### src/rtl/mips_ctrl_pkg.sv
// Shared encodings for the multicycle MIPS control path: opcodes, ALUOp,
// datapath select codes and the main-control state enum.
package mips_ctrl_pkg;

    localparam logic [5:0] OpRtype = 6'b000000;
    localparam logic [5:0] OpLw    = 6'b100011;
    localparam logic [5:0] OpSw    = 6'b101011;
    localparam logic [5:0] OpBeq   = 6'b000100;
    localparam logic [5:0] OpAddi  = 6'b001000;
    localparam logic [5:0] OpJ     = 6'b000010;

    localparam logic [2:0] AluOpAdd   = 3'b000;
    localparam logic [2:0] AluOpSub   = 3'b001;
    localparam logic [2:0] AluOpRtype = 3'b010;

    localparam logic [1:0] SrcBReg    = 2'b00;
    localparam logic [1:0] SrcBFour   = 2'b01;
    localparam logic [1:0] SrcBImm    = 2'b10;
    localparam logic [1:0] SrcBImmSh2 = 2'b11;

    localparam logic [1:0] PcSrcAlu    = 2'b00;
    localparam logic [1:0] PcSrcAluOut = 2'b01;
    localparam logic [1:0] PcSrcJump   = 2'b10;

    typedef enum logic [3:0] {
        StFetch,
        StDecode,
        StMemAdr,
        StMemRd,
        StMemWb,
        StMemWr,
        StRExec,
        StRWb,
        StBranch,
        StAddiEx,
        StAddiWb,
        StJump
    } state_e;

    function automatic logic op_legal(input logic [5:0] op);
        return (op == OpRtype) || (op == OpLw) || (op == OpSw) ||
               (op == OpBeq) || (op == OpAddi) || (op == OpJ);
    endfunction

endpackage

### src/rtl/mc_main_control.sv
// Multicycle MIPS main control FSM: state register, next-state logic and
// combinational output decode with a memory-ready stall handshake.
module mc_main_control
    import mips_ctrl_pkg::*;
(
    input  logic       clk,
    input  logic       reset,
    input  logic [5:0] opcode,
    input  logic       zero,
    input  logic       mem_ready,
    output logic       PCWrite,
    output logic       PCWriteCond,
    output logic       IorD,
    output logic       MemRead,
    output logic       MemWrite,
    output logic       IRWrite,
    output logic       MemtoReg,
    output logic       RegDst,
    output logic       RegWrite,
    output logic       ALUSrcA,
    output logic [1:0] ALUSrcB,
    output logic [1:0] PCSource,
    output logic [2:0] ALUOp,
    output logic       instr_done,
    output logic       illegal_op
);

    state_e state_q, state_d;

    // The branch decision (PCWriteCond & zero) is made in the datapath.
    logic unused_zero;
    assign unused_zero = zero;

    always_ff @(posedge clk or posedge reset) begin
        if (reset) begin
            state_q <= StFetch;
        end else begin
            state_q <= state_d;
        end
    end

    always_comb begin
        state_d = state_q;
        case (state_q)
            StFetch:  if (mem_ready) state_d = StDecode;
            StDecode: begin
                case (opcode)
                    OpLw, OpSw: state_d = StMemAdr;
                    OpRtype:    state_d = StRExec;
                    OpBeq:      state_d = StBranch;
                    OpAddi:     state_d = StAddiEx;
                    OpJ:        state_d = StJump;
                    default:    state_d = StFetch;
                endcase
            end
            StMemAdr: state_d = (opcode == OpLw) ? StMemRd : StMemWr;
            StMemRd:  if (mem_ready) state_d = StMemWb;
            StMemWr:  if (mem_ready) state_d = StFetch;
            StRExec:  state_d = StRWb;
            StAddiEx: state_d = StAddiWb;
            StMemWb, StRWb, StBranch, StAddiWb, StJump: state_d = StFetch;
            default:  state_d = StFetch;
        endcase
    end

    always_comb begin
        PCWrite     = 1'b0;
        PCWriteCond = 1'b0;
        IorD        = 1'b0;
        MemRead     = 1'b0;
        MemWrite    = 1'b0;
        IRWrite     = 1'b0;
        MemtoReg    = 1'b0;
        RegDst      = 1'b0;
        RegWrite    = 1'b0;
        ALUSrcA     = 1'b0;
        ALUSrcB     = SrcBReg;
        PCSource    = PcSrcAlu;
        ALUOp       = AluOpAdd;
        instr_done  = 1'b0;
        illegal_op  = 1'b0;
        case (state_q)
            StFetch: begin
                MemRead = 1'b1;
                ALUSrcB = SrcBFour;
                IRWrite = mem_ready;
                PCWrite = mem_ready;
            end
            StDecode: begin
                ALUSrcB = SrcBImmSh2;
                if (!op_legal(opcode)) begin
                    illegal_op = 1'b1;
                    instr_done = 1'b1;
                end
            end
            StMemAdr, StAddiEx: begin
                ALUSrcA = 1'b1;
                ALUSrcB = SrcBImm;
            end
            StMemRd: begin
                MemRead = 1'b1;
                IorD    = 1'b1;
            end
            StMemWb: begin
                RegWrite   = 1'b1;
                MemtoReg   = 1'b1;
                instr_done = 1'b1;
            end
            StMemWr: begin
                MemWrite   = 1'b1;
                IorD       = 1'b1;
                instr_done = mem_ready;
            end
            StRExec: begin
                ALUSrcA = 1'b1;
                ALUOp   = AluOpRtype;
            end
            StRWb: begin
                RegWrite   = 1'b1;
                RegDst     = 1'b1;
                instr_done = 1'b1;
            end
            StBranch: begin
                ALUSrcA     = 1'b1;
                ALUOp       = AluOpSub;
                PCWriteCond = 1'b1;
                PCSource    = PcSrcAluOut;
                instr_done  = 1'b1;
            end
            StAddiWb: begin
                RegWrite   = 1'b1;
                instr_done = 1'b1;
            end
            StJump: begin
                PCWrite    = 1'b1;
                PCSource   = PcSrcJump;
                instr_done = 1'b1;
            end
            default: ;
        endcase
        // Reset pins the FETCH selects and suppresses every write and pulse.
        if (reset) begin
            PCWrite     = 1'b0;
            PCWriteCond = 1'b0;
            IorD        = 1'b0;
            MemRead     = 1'b1;
            MemWrite    = 1'b0;
            IRWrite     = 1'b0;
            MemtoReg    = 1'b0;
            RegDst      = 1'b0;
            RegWrite    = 1'b0;
            ALUSrcA     = 1'b0;
            ALUSrcB     = SrcBFour;
            PCSource    = PcSrcAlu;
            ALUOp       = AluOpAdd;
            instr_done  = 1'b0;
            illegal_op  = 1'b0;
        end
    end

endmodule

### config.mk
export PLATFORM = sky130hd
export DESIGN_NAME = mc_main_control
export DESIGN_NICKNAME = d
export VERILOG_FILES = /design/src/rtl/mips_ctrl_pkg.sv /design/src/rtl/mc_main_control.sv
export SDC_FILE = /design/constraint.sdc
export NUM_CORES = 1
export LEC_CHECK = 0
export ABC_AREA = 0
export ABC_CLOCK_PERIOD_IN_PS = 1900
export CAP_MARGIN = 15
export CORE_MARGIN = 2
export CORE_UTILIZATION = 40
export CTS_BUF_LIST = sky130_fd_sc_hd__clkbuf_4
export DETAILED_ROUTE_END_ITERATION = 6
export HOLD_SLACK_MARGIN = 0.08
export PLACE_DENSITY = 0.87
export SLEW_MARGIN = 20
export SYNTH_ARGS = -nofsm -noshare
export SYNTH_HDL_FRONTEND = slang
export SYNTH_SLANG_ARGS = --single-unit
### constraint.sdc
create_clock -name clk -period 1.9 [get_ports clk]
set_clock_uncertainty 0.15 [all_clocks]
set_input_delay 0.285 -clock clk [delete_from_list [all_inputs] [get_ports clk]]
set_output_delay 0.285 -clock clk [all_outputs]
set_load 0.05 [all_outputs]
After elaboration in Yosys (flattened, before gate mapping). Index checks and enable logic that the tools add are counted.

Register bits: 4. Output and inout bits: 19. Word-level logic and storage cells: 72. Input bits: 10.

Mux-type cells: 37. Equal/unequal tests: 19. Reductions and logical operators: 15.

Operators with widths (count): 4-bit case mux with 7 select lines (1); 1-bit two-way mux (23); 4-bit case mux with 5 select lines (1); 4-bit by 3-bit == test with 1-bit output, second input constant (4); 4-bit == test, second input constant (4); 6-bit == test, second input constant (2); 4-bit two-way mux (3); 4-bit by 2-bit == test with 1-bit output, second input constant (2); 2-bit case mux with 2 select lines (2); 2-bit OR reduction (4); 6-bit by 2-bit == test with 1-bit output, second input constant (1); 6-bit by 3-bit == test with 1-bit output, second input constant (1); 6-bit by 4-bit == test with 1-bit output, second input constant (1); 6-bit zero test (1); 3-bit two-way mux (2); 2-bit != test, second input constant (3); 2-bit case mux with 3 select lines (1); 1-bit logical OR (5); 5-bit OR reduction (1); 4-bit by 1-bit == test with 1-bit output, second input constant (1); 4-bit zero test (1); 2-bit two-way mux (2); 4-bit OR reduction (1); 1-bit case mux with 3 select lines (1); other kinds (3) (3).

Longest topological paths before layout.
Word-level depth: 9. Gate-level depth with buffers: 5. Mapped depth without buffers: 4.

Least setup slack after synthesis. No wires, ideal clock.

Path kind: reg2out. Start point: register state_q[1]. End point: output ALUOp[0]. Required time: 1.465 ns. Arrival: 2.664 ns. Path slack: -1.199 ns. Buffers on the path: 2. Cell stages (with the launch flop): 4. Cells stage by stage: dfrtp_1 > buf_6 > nor4_1 > buf_4.

Word-level cells in the longest chain between the ends: 3. Elaborated cells on any way between the ends: 4. Those cells by class: eq/ne: 2; mux: 2.

RTL lines: start, declared (RTL line mc_main_control.sv:28) `state_e state_q, state_d;`; start signal, assigned (RTL line mc_main_control.sv:36) `state_q <= StFetch;`; start signal, assigned (RTL line mc_main_control.sv:38) `state_q <= state_d;`; 4-bit == test or 4-bit by 3-bit == test with 1-bit output (tied branches) (RTL line mc_main_control.sv:82) `case (state_q)`; 2-bit case mux with 2 select lines * (RTL line mc_main_control.sv:82); 3-bit two-way mux * (RTL line mc_main_control.sv:142) `if (reset) begin`; end, declared (RTL line mc_main_control.sv:23) `output logic [2:0] ALUOp,`.

Every way passes the cells marked *; elsewhere a longest branch is shown, timed or not.

Worst setup path after layout.
Start point: input opcode[3]. End point: output instr_done.

Word-level cells in the longest chain between the ends: 9. Elaborated cells on any way between the ends: 14. Those cells by class: eq/ne: 5; mux: 3; reduce/logical: 6.

RTL lines: start, declared (RTL line mc_main_control.sv:8) `input logic [5:0] opcode,`; 6-bit == test or 6-bit zero test (tied branches) (RTL line mips_ctrl_pkg.sv:41) `return (op == OpRtype) || (op == OpLw) || (op == OpSw) ||`; 1-bit logical OR (3 in series) (RTL line mips_ctrl_pkg.sv:41); 1-bit logical OR (RTL line mips_ctrl_pkg.sv:42) `(op == OpBeq) || (op == OpAddi) || (op == OpJ);`; 1-bit logical OR * (RTL line mips_ctrl_pkg.sv:42); 1-bit two-way mux * (RTL line mc_main_control.sv:91) `if (!op_legal(opcode)) begin`; 1-bit case mux with 3 select lines * (RTL line mc_main_control.sv:82); 1-bit two-way mux * (RTL line mc_main_control.sv:142); end, declared (RTL line mc_main_control.sv:24) `output logic instr_done,`.

Marked as above.

==> results by group <==
Cells and area
  • Largest registers: state_q x4
  • Most frequent standard cell in the layout excluding fill and tap cells: buf_4
  • Number of flip-flops under the largest register name: 4
  • Most used cells in the layout excluding fill and tap cells: buf_4, buf_12
  • Layout overhead on the synthesized area: 113%
  • Ant diodes: 0
  • Fraction of final layout cells with drive strength greater than 1: 0.554
  • Register with the most flip-flops: state_q
  • Final cell count without fillers: 146
  • Number of nets at the end of the flow: 142

Routing
  • Number of vias after detailed routing: 878
  • Initial detailed-routing violation count: 23
  • DRC violations left: 0
  • Number of detailed-routing iterations run before antenna repair: 4
  • Antenna Violating Nets Remaining: 0
  • DR WL/cell: 16.3 µm
  • Routed vias/inst: 6.01
  • Wirelength, routed: 2370 µm

Clocking
  • Clock tree from TritonCTS: built
  • Worst-Skew Late Latency: 0.24 ns
  • Total number of H-tree levels: 1
  • CTS Buf Count: 3
  • TritonCTS sink count: 4
  • Max Buffers Root-to-Sink: 2
  • Total of hold buffers inserted after clock tree synthesis: 0
  • CTS Root Cell: clkbuf_4
  • Register clock-pin slew on the reported worst setup and hold paths: 0.04 ns

Worst setup path
  • Startpoint type of the worst setup path: input port
  • Worst reg2reg setup slack: 0.30 ns
  • Worst flop-to-flop path startpoint: state_q[2]$_DFFE_PP0P_
  • Cell seen most often among critical-path stages: buf_6
  • Reg-to-reg endpoint: state_q[0]$_DFFE_PP0P_
  • Largest incremental delay on the critical path: 0.30 ns
  • CP max stage cell: maj3_2
  • Largest driver fanout on the critical path: 2
  • Worst Path Required: 1.46 ns
  • Critical Path Sink Type: output port
  • Cell depth of the worst flop-to-flop path: 4
  • Worst path arrival time: 1.53 ns
  • Critical-path cell list: buf_6 > maj3_2 > o32a_1 > o211a_4 > o21bai_4 > buf_6
  • Kind of critical path: input port to output port

Timing
  • Unrepaired setup endpoints after global routing: true
  • Post-layout min period: 1.96 ns
  • Final worst-path cycle share: 1.03
  • Setup ws final: -0.0645 ns
  • TNS Setup: -0.139 ns
  • Final Setup Violations: 6
  • Final Slew Violations: 0
  • Final hold slack: 0.143 ns
  • Hold Vio Cnt, Final: 0
  • Highest clock rate: 509 MHz

Floorplan
  • Die X-Extent: 43.1 µm
  • Ports placed on the boundary: 29
  • Starting utilization of the core area: 0.416
  • Area of the die: 1860 µm²
  • Row count: 14
  • Area inside the core boundary: 1470 µm²
  • Height of the chip: 43.1 µm

GRT
  • First-pass GRT wire length: 3450 µm
  • Pin count of the biggest net entering global routing: 12
  • Via count of the first global-routing pass: 790
  • Total grt overflow: 0
  • Number of antenna violations at the first check in global routing: 0
  • Global router's overall resource usage: 0.246

Power
  • Leakage component of the power: 0.000540 µW
  • Final total power: 571 µW
  • VDD IR max: 0.444 mV
  • Total power divided by cell area: 438 nW/µm²

Placement
  • Number of buffers added on ports: 26
  • Placed insts: 141
  • Detailed Place HPWL: 1710 µm
  • Gpl congestion: 0.934
  • Pre-CTS worst setup slack: -0.449 ns

Synth
  • Syn Inst Count: 86
  • Post-Synthesis Mean Instance Area: 7.11 µm²
  • Warnings from Yosys: 0
  • Total standard cell area after synthesis: 612 µm²
  • Seq/Total Area, Yosys: 0.164
  • Unique masters post-synth: 30
  • Flip-flop and latch count after synthesis: 4
  • Number of nets in the synthesized netlist: 96

Status
  • Result of the run: complete, but fails checks
  • Failing checks: setup timing

Hold path
  • Class of the tightest hold or removal check: input port to async pin

Run
  • Count of maximum capacitance violations: 0
==> worst max path at each step <==
stage / cells after the start / slack, ns / end / startpoint
global placement: 6 / -0.43 / instr_done / opcode[2]
floorplan: 2 / -0.34 / ALUSrcB[0] / state_q[2]$_DFFE_PP0P_
finish: 6 / -0.06 / instr_done / opcode[3]
detailed placement: 6 / -0.45 / instr_done / opcode[2]
global route: 5 / -0.11 / instr_done / state_q[0]$_DFFE_PP0P_
CTS: 6 / -0.15 / instr_done / opcode[3]
==> repair_timing <==
| item | in CTS | in global routing |
|---|---|---|
| setup endpoints to repair | 13 | 15 |
| gates resized for setup | 29 | 10 |
| buffers inserted | 0 | 2 |
| pin swaps | 3 | 3 |
| cloned | 0 | 0 |
==> power by group <==
group / switching [µW] / internal, µW / leakage (µW) / total, µW
logic: 186 / 172 / 0.000479 / 359
clock network: 33.9 / 70.5 / 0.0000138 / 104
registers: 15.3 / 92.8 / 0.0000479 / 108
==> worst max-delay path, delay by kind of cell <==
kind / cells / cell delay (ns)
compound gates: 3 / 0.69
fa+ha+maj: 1 / 0.30
buf+inv: 2 / 0.24
==> area by class of cell <==
class | instances | area (µm²)
multi-input combinational | 70 | 534
fill | 69 | 168
inverter | 4 | 15.0
tap | 16 | 20.0
clock buffer | 3 | 22.5
timing repair buffer | 49 | 607
sequential | 4 | 105
==> layer usage <==
layer,track usage,part of all wire,up-vias
met5,0,0,-
met3,0.0596,0.061,8
met4,0.0909,0.028,0
met2,0.457,0.56,53
met1,0.262,0.35,421
li1,-,-,396
==> Yosys cell counts <==
| master | instances | share of area |
|---|---|---|
| o21bai_1 | 1 | 0.012 |
| or3_1 | 2 | 0.020 |
| o21ai_0 | 1 | 0.0082 |
| o31ai_1 | 3 | 0.037 |
| nand2b_1 | 5 | 0.051 |
| o41ai_1 | 2 | 0.029 |
| buf_6 | 3 | 0.055 |
| buf_2 | 2 | 0.016 |
| or2_1 | 2 | 0.020 |
| buf_4 | 3 | 0.037 |
| a2bb2oi_1 | 1 | 0.014 |
| mux2i_1 | 3 | 0.049 |
| inv_1 | 4 | 0.025 |
| nor4_1 | 3 | 0.031 |
| nand3_1 | 7 | 0.057 |
| xnor2_1 | 3 | 0.043 |
| maj3_2 | 1 | 0.018 |
| nand2_1 | 3 | 0.018 |
| o22a_1 | 1 | 0.014 |
| conb_1 | 1 | 0.0061 |
| nand4_1 | 1 | 0.010 |
| dfrtp_1 | 4 | 0.16 |
| nor3_1 | 6 | 0.049 |
| nand2b_2 | 1 | 0.014 |
| a21oi_1 | 6 | 0.049 |
| nor2_1 | 11 | 0.067 |
| o211a_1 | 2 | 0.033 |
| o21a_1 | 2 | 0.025 |
| o32a_1 | 1 | 0.016 |
| and3_1 | 1 | 0.010 |
==> per-stage QoR <==
step / utilization / area (µm²)
3_3_place_gp: 0.816 / 1200
6_report: 0.886 / 1300
5_1_grt: 0.886 / 1300
3_5_place_dp: 0.816 / 1200
2_1_floorplan: - / 674
4_1_cts: 0.855 / 1260
==> cells by family (layout without fill, tap and decap cells) <==
group           Yosys count  in the layout  synth area share
compound gates           20             20             0.237
xor+xnor                  3              3            0.0430
fa+ha+maj                 1              1            0.0184
buf+inv                  12             56             0.133
flops                     4              4             0.164
mux                       3              3            0.0491
other cells               1              1           0.00613
simple gates             42             42             0.350
Note: power is estimated with default switching activity, not from simulation.
